[config.mk]
export PLATFORM = sky130hd
export DESIGN_NAME = store_trace_monitor
export DESIGN_NICKNAME = d
export VERILOG_FILES = /design/src/rtl/store_trace_pkg.sv /design/src/rtl/store_evt_fifo.sv /design/src/rtl/store_trace_monitor.sv
export SDC_FILE = /design/constraint.sdc
export NUM_CORES = 1
export LEC_CHECK = 0
export CAP_MARGIN = 20
export CORE_ASPECT_RATIO = 1.1
export CORE_MARGIN = 3
export CORE_UTILIZATION = 34
export CTS_CLUSTER_DIAMETER = 30
export DETAILED_ROUTE_END_ITERATION = 10
export PLACE_DENSITY = 0.59
export SLEW_MARGIN = 10
export SYNTH_ARGS = -nofsm -noshare
export SYNTH_HDL_FRONTEND = slang
export SYNTH_SLANG_ARGS = --single-unit
[constraint.sdc]
create_clock -name clk -period 15.7 [get_ports clk]
set_input_delay 4.71 -clock clk [delete_from_list [all_inputs] [get_ports clk]]
set_output_delay 4.71 -clock clk [all_outputs]
set_load 0.01 [all_outputs]
[src/rtl/store_trace_pkg.sv]
// Shared types for the store trace monitor: run-state encoding and event sizing.
package store_trace_pkg;

    typedef enum logic [1:0] {
        ST_RUN     = 2'd0,
        ST_PASS    = 2'd1,
        ST_FAIL    = 2'd2,
        ST_TIMEOUT = 2'd3
    } state_e;

    localparam int DEF_ADDR_W = 32;
    localparam int DEF_DATA_W = 32;
    localparam int EVT_W      = DEF_ADDR_W + DEF_DATA_W;

endpackage

[src/rtl/store_evt_fifo.sv]
// Registered event FIFO with extra-MSB pointers; head is presented combinationally.
module store_evt_fifo
    import store_trace_pkg::*;
#(
    parameter int WIDTH = EVT_W,
    parameter int DEPTH = 8
) (
    input  logic             clk,
    input  logic             rst,
    input  logic             push,
    input  logic [WIDTH-1:0] din,
    input  logic             pop,
    output logic [WIDTH-1:0] dout,
    output logic             valid,
    output logic             full
);

    localparam int AW = $clog2(DEPTH);
    localparam logic [AW:0] PTR_ONE = 1;

    logic [AW:0]      wptr_q, rptr_q;
    logic [WIDTH-1:0] mem_q [DEPTH];
    logic             do_push, do_pop;

    assign valid   = (wptr_q != rptr_q);
    assign full    = (wptr_q[AW] != rptr_q[AW]) && (wptr_q[AW-1:0] == rptr_q[AW-1:0]);
    assign do_pop  = pop && valid;
    // A pop in the same cycle frees the slot, so a full FIFO can still accept.
    assign do_push = push && (!full || do_pop);
    assign dout    = valid ? mem_q[rptr_q[AW-1:0]] : '0;

    always_ff @(posedge clk or posedge rst) begin
        if (rst) begin
            wptr_q <= '0;
            rptr_q <= '0;
        end else begin
            if (do_push) wptr_q <= wptr_q + PTR_ONE;
            if (do_pop)  rptr_q <= rptr_q + PTR_ONE;
        end
    end

    always_ff @(posedge clk) begin
        if (do_push) mem_q[wptr_q[AW-1:0]] <= din;
    end

endmodule

[src/rtl/store_trace_monitor.sv]
// Watches the cpu data-memory write port, queues store events and decides the run outcome.
module store_trace_monitor
    import store_trace_pkg::*;
#(
    parameter int DATA_W      = 32,
    parameter int ADDR_W      = 32,
    parameter int DEPTH       = 8,
    parameter int CNT_W       = 16,
    parameter int TIMEOUT_CYC = 50,
    parameter int TOHOST_ADDR = 100,
    parameter int PASS_VALUE  = 25,
    localparam int CYC_W      = $clog2(TIMEOUT_CYC + 1)
) (
    input  logic              clk,
    input  logic              rst,
    input  logic              mem_write,
    input  logic [ADDR_W-1:0] mem_addr,
    input  logic [DATA_W-1:0] mem_wdata,
    input  logic              evt_ready,
    output logic              evt_valid,
    output logic [ADDR_W-1:0] evt_addr,
    output logic [DATA_W-1:0] evt_data,
    output logic [CNT_W-1:0]  store_count,
    output logic [CYC_W-1:0]  cycle_count,
    output logic              done,
    output logic              pass,
    output logic              fail,
    output logic              timeout,
    output logic              overflow
);

    localparam int EW = ADDR_W + DATA_W;

    state_e            state_q, state_d;
    logic [CYC_W-1:0]  cycle_q, cycle_d;
    logic [CNT_W-1:0]  cnt_q, cnt_d;
    logic              ovf_q, ovf_d;
    logic              push, pop, fifo_full, tohost;
    logic [EW-1:0]     fifo_dout;

    assign pop    = evt_valid && evt_ready;
    assign tohost = mem_write && (mem_addr == ADDR_W'(TOHOST_ADDR));

    always_comb begin
        state_d = state_q;
        cycle_d = cycle_q;
        cnt_d   = cnt_q;
        ovf_d   = ovf_q;
        push    = 1'b0;
        if (state_q == ST_RUN) begin
            cycle_d = cycle_q + CYC_W'(1);
            if (mem_write) begin
                push = 1'b1;
                if (cnt_q != '1) cnt_d = cnt_q + CNT_W'(1);
                if (fifo_full && !pop) ovf_d = 1'b1;
            end
            // A tohost store outranks the timeout when both land on the same edge.
            if (tohost) begin
                state_d = (mem_wdata == DATA_W'(PASS_VALUE)) ? ST_PASS : ST_FAIL;
            end else if (cycle_q == CYC_W'(TIMEOUT_CYC - 1)) begin
                state_d = ST_TIMEOUT;
            end
        end
    end

    always_ff @(posedge clk or posedge rst) begin
        if (rst) begin
            state_q <= ST_RUN;
            cycle_q <= '0;
            cnt_q   <= '0;
            ovf_q   <= 1'b0;
        end else begin
            state_q <= state_d;
            cycle_q <= cycle_d;
            cnt_q   <= cnt_d;
            ovf_q   <= ovf_d;
        end
    end

    store_evt_fifo #(
        .WIDTH (EW),
        .DEPTH (DEPTH)
    ) u_fifo (
        .clk   (clk),
        .rst   (rst),
        .push  (push),
        .din   ({mem_addr, mem_wdata}),
        .pop   (evt_ready),
        .dout  (fifo_dout),
        .valid (evt_valid),
        .full  (fifo_full)
    );

    assign {evt_addr, evt_data} = fifo_dout;
    assign store_count = cnt_q;
    assign cycle_count = cycle_q;
    assign overflow    = ovf_q;
    assign pass        = (state_q == ST_PASS);
    assign fail        = (state_q == ST_FAIL);
    assign timeout     = (state_q == ST_TIMEOUT);
    assign done        = pass | fail | timeout;

endmodule

[Word level (Yosys, flattened, before mapping)]
Memory sizes are Yosys's and may differ from the RTL's.
Cells that the tools add are included.
Storage, ports and cells
  flip-flop bits (word level): 33
  memories: 1
  RAM bits: 512
  logic and storage cells: 44
Cells by class
  bitwise logic cells: 2
  multiplexer cells: 8
  reductions and logical operators: 13
  add/sub/neg operators: 4
  equality and inequality tests: 10
Memory list
  u_fifo.mem_q: depth 8, width 64, rd ports 1, clocked after Yosys merged registers in 0, write ports 1, RTL line store_evt_fifo.sv:22  | logic [WIDTH-1:0] mem_q [DEPTH];
Operators by type and width (number)
  2-to-1 mux 64 bit: 1
  == test 32 x 5 -> 1 bit, second input constant: 1
  == test 32 x 7 -> 1 bit, second input constant: 1
  adder 16 x 1 -> 16 bit, second input constant: 1
  != test 16 bit, second input constant: 1
  adder 4 x 1 -> 4 bit, second input constant: 2
  adder 6 x 1 -> 6 bit, second input constant: 1
  == test 6 bit, second input constant: 1
  2-to-1 mux 2 bit: 3
  AND reduction 3 bit: 2
  logical AND 1 bit: 5
  == test 2 bit, second input constant: 2
  2-to-1 mux 1 bit: 4
  != test 4 bit: 1
  == test 3 bit: 1
  == test 2 x 1 -> 1 bit, second input constant: 1
  logical NOT 1 bit: 2
  logical NOT 2 bit: 1
  OR 1 bit: 2
  AND reduction 2 bit: 1
  nonzero test 2 bit: 1
  logical OR 1 bit: 1
  != test 1 bit: 1

[Logic depth before layout (Yosys ltp)]
  word-level depth: 7
  gate-level depth with buffers: 7
  mapped depth without buffers: 5

[Modules after synthesis]
From an unflattened synthesis, not the netlist that was laid out.
Unflattened totals
  cell total of the unflattened synthesis: 993
  area, all modules: 21315.4 µm²
By module, submodules not included
  store_evt_fifo: times used 1, area each 19956.6 µm², cells an instance 869, seq. area each 15574.9 µm²
  store_trace_monitor: times used 1, area each 1358.8 µm², cells an instance 124, seq. area each 625.6 µm²

[Least setup slack after synthesis]
Ideal clock, no wire load.
  path kind: input port to flip-flop
  from: in mem_write
  to: mem u_fifo.mem_q[5][0] (netlist name) (enable)
  path slack: 3.258 ns
  data required time: 15.034 ns
  stages on the path: 3
  arrival: 11.775 ns
  buffers on the path: 0
  path through: nor3b_4 -> o21ai_2 -> nor4b_1
Between the ends
  cells in the longest elaborated chain, start to end: 5
RTL lines
  start, declared: RTL line store_trace_monitor.sv:16  | input logic mem_write,
  2-to-1 mux 1 bit: RTL line store_trace_monitor.sv:52  | if (mem_write) begin
  2-to-1 mux 1 bit: RTL line store_trace_monitor.sv:50  | if (state_q == ST_RUN) begin
  logical AND 1 bit: RTL line store_evt_fifo.sv:29  | assign do_push = push && (!full || do_pop);
  2-to-1 mux 1 bit: RTL line store_evt_fifo.sv:43  | if (do_push) mem_q[wptr_q[AW-1:0]] <= din;
  2-to-1 mux 1 bit (not written as such): RTL line store_evt_fifo.sv:43
  end, declared: RTL line store_evt_fifo.sv:22
No other way between the ends.

[Worst setup path after layout]
  from: reg u_fifo.rptr_q[0]
  to: out evt_addr[14]
Between the ends
  cells in the longest elaborated chain, start to end: 2
  elaborated cells between the ends (all ways): 3
  those cells by class: 1 x eq/ne; 1 x mux; 1 x memory
RTL lines
  start, declared: RTL line store_evt_fifo.sv:21  | logic [AW:0] wptr_q, rptr_q;
  start signal, assigned: RTL line store_evt_fifo.sv:38  | if (do_pop) rptr_q <= rptr_q + PTR_ONE;
  memory read (8 x 64 bit) / != test 4 bit (equally long branches)
  2-to-1 mux 64 bit (*): RTL line store_evt_fifo.sv:30  | assign dout = valid ? mem_q[rptr_q[AW-1:0]] : '0;
  end, declared: RTL line store_trace_monitor.sv:21  | output logic [ADDR_W-1:0] evt_addr,
Every way passes the cells marked *; elsewhere a longest branch is shown, timed or not.

==> impl_results.md <==
* Ports at 160
* Commonest non-fill, non-tap cell in the layout: edfxtp_1
* FP Rows at 95
* CP Data Arrival Time at 4900 ps
* Synth warnings at 0
* Reg-to-Reg End: u_fifo.mem_q[2][50]
* Fillers at 5334
* Hold path startpoint: overflow
* Post-route ant nets at 0
* Switching share of power at 26.7%
* Routed wl met2 at 24.9 mm
* Placed cell area at 0.0238 sq mm
* Vias at 10600
* Vias in the first global route at 11500
* CTS Sinks at 545
* Post-CTS sizing at 0
* Mean Syn Cell Area at 21.5 sq um
* Fin. max-slew vios at 0
* Hold Buf Count CTS at 0
* Area leader, netlist: edfxtp_1
* CTS clk-pin slew, worst paths at 50 ps
* Drc violations at 0
* Seq/Total Area, Yosys at 75.9%
* Multiplexer share of the synthesized area at 16.7%
* Top Layer Used: met5
* Worst-margin pin slew at 1020 ps
* Outcome: complete, no violations
* Largest family of logic cells by synthesized area: multiplexers
* WL/cell at 22.9 um
* Worst Hold Path EP: overflow
* TritonCTS clock tree: built
* Layout cells sized above 1 at 26.9%
* Nets@finish at 1305
* Remaining global-route overflow at 0
* Vias per std cell at 4.93
* Root buffer cell: clkbuf_16
* Final hold viol count at 0
* Final Util at 44.8%
* Htree depth at 3
* Met3 WL at 2.55 mm
* Global Route Usage Sum at 15.2%
* Adder-Cell Fraction of Synth Area at 0.293%
* Crit-path max FO at 45
* Post-CTS setup buffer count at 0
* DRT iter0 DRCs at 663
* Worst hold path class: reg2reg
* Pwr dens at 186 mW/mm^2
* M1 WL at 20.5 mm
* XOR/XNOR Fraction of Synth Area at 1.23%
* Critical Path RT at 10990 ps
* Largest net degree at the start of global routing at 67
* Netlist cell types at 40
* Setup TNS at 0 ps
* Tcrit/Tclk final at 61.2%
* Core region area at 0.0616 sq mm
* Largest cells by area after synthesis: edfxtp_1 72%, mux4_2 14%, dfrtp_1 3.9%
* Post-synthesis compound-gate area fraction at 0.434%
* Chip width at 245 um
* Combinational power share at 22.9%
* Cells after Synth at 992
* Max-Cap Viols at 0
* Clock Power Share at 44.5%
* NetSw at 1.37 mW
* Total wire length at 49.2 mm
* Fmax at 104 MHz
* Initial DRT Pass Iterations at 4
* Leakage power at 9.28 nW
* Clock tree buffer depth at 3
* CTS Buf Count at 106
* Clk Latency, worst-skew pair at 640 ps
* Area delta synth->final at 29.4%
* Post-DP HPWL at 26.5 mm
* Slew margin rel. at 32.0%
* Chip Height at 269 um
* Pint at 3.76 mW
* First-pass GRT wire length at 73.8 mm
* Worst setup startpoint: u_fifo.rptr_q[0]
* Yosys reg bits at 545
* Mapped cell area at 0.0213 sq mm
* Worst r2r src: u_fifo.rptr_q[0]
* Setup-failing EPs final at 0
* Gp weighted congestion at 0.711
* Die area at 0.0658 sq mm
* CP endpoint kind: output pin
* Final instance area at 0.0276 sq mm
* Crit Path Class: reg2out
* Top cell type's share of synthesized area at 72.1%
* Initial Util at 34.6%
* FF-to-FF setup slack at 12160 ps
* Fin crit period at 9610 ps
* Worst r2r path cells at 6
* Commonest cells after routing, fill and taps aside: 512 x edfxtp_1, 159 x clkdlybuf4s50_1, 128 x mux4_2, 106 x clkbuf_16, 73 x nor2_1
* # placed instances at 1947
* Syn Nets at 1065
* Flop pwr share at 32.5%
* Antenna violations before repair at 4
* Hold Path Stages at 1
* VDD IR-drop max at 123 uV
* Critical Path Source Type: register
* Simple-gate area share of the yosys netlist at 3.74%
* Buffers on Ports at 159
* Fin cells at 2152
* Layout Skew at 23.3 ps
* RSZ-0062 raised after global routing: false
-- worst max-delay path by stage --
stage | to | slack [ps] | depth (start not counted)
4_1_cts | evt_addr[14] | 5780 | 6
3_3_place_gp | evt_addr[14] | 6510 | 6
3_5_place_dp | evt_addr[14] | 6500 | 6
5_1_grt | evt_addr[14] | 5620 | 6
2_1_floorplan | u_fifo.mem_q[5][0] | 3260 | 3
6_report | evt_addr[14] | 6090 | 6
-- power by group through the flow --
| stage | sequential, mW | clock [mW] | combinational [mW] |
|---|---|---|---|
| 6_report | 1.67 | 2.28 | 1.18 |
| 4_1_cts | 1.67 | 2.33 | 1.20 |
| 3_5_place_dp | 1.70 | 0 | 1.20 |
| 2_1_floorplan | 1.63 | 0 | 0.785 |
| 5_1_grt | 1.68 | 2.41 | 1.27 |
| 3_3_place_gp | 1.70 | 0 | 1.20 |
-- kinds of logic after synthesis --
family	count (synthesis)
AO/OA/AOI/OAI	10
XOR/XNOR	30
adder cells (fa/ha/maj)	5
buffers and inverters	58
flip-flops	545
multiplexers	195
AND/OR/NAND/NOR	149
-- synthesized netlist by cell type, drive strengths merged --
cell	number
a2111oi	1
a21oi	1
a31o	1
and3	3
and4	5
buf	47
clkbuf	3
dfrtp	33
edfxtp	512
ha	5
inv	8
mux2	3
mux2i	64
mux4	128
nand2	8
nand3	8
nand4	7
nand4bb	1
nor2	74
nor3	9
nor3b	7
nor4	12
nor4b	10
nor4bb	1
o211ai	3
o21ai	2
o31ai	2
or2	1
or3	3
xnor2	11
xor2	19
-- flip-flops by register name, indices dropped and copies added, names as in the netlist --
register       count
cycle_count        6
overflow           1
state_q            2
store_count       16
u_fifo.mem_q     512
u_fifo.rptr_q      4
u_fifo.wptr_q      4
-- worst max-delay path: stages (launching register included) --
cell	delay [ps]
dfrtp_4	1030
buf_4	850
buf_4	840
mux4_2	600
mux2i_1	250
nor2_1	100
clkdlybuf4s50_1	490
-- layout make-up --
class | instances | area, sq um | area share (%)
antenna | 4 | 10.0 | 0.0363
clock buffer | 116 | 2690 | 9.75
clock inverter | 84 | 1020 | 3.70
inverter | 8 | 30.0 | 0.109
multi-input combinational | 389 | 4820 | 17.5
sequential | 545 | 16200 | 58.7
tap | 824 | 1030 | 3.74
timing repair buffer | 182 | 1780 | 6.47
-- metal layers --
metal,track usage (%),up-vias
li1,-,4628
met4,6.00,4
met1,19.4,5583
met3,3.35,95
met2,25.5,290
met5,0,-
-- through the flow --
stage / power, mW / hold WS [ps] / setup WS (ps)
3_3_place_gp: 2.89 / 474 / 6510
6_report: 5.13 / 479 / 6090
4_1_cts: 5.21 / 486 / 5780
2_1_floorplan: 2.41 / 462 / 3260
5_1_grt: 5.35 / 507 / 5620
3_5_place_dp: 2.90 / 472 / 6500
(Power assumes the default switching activity.)
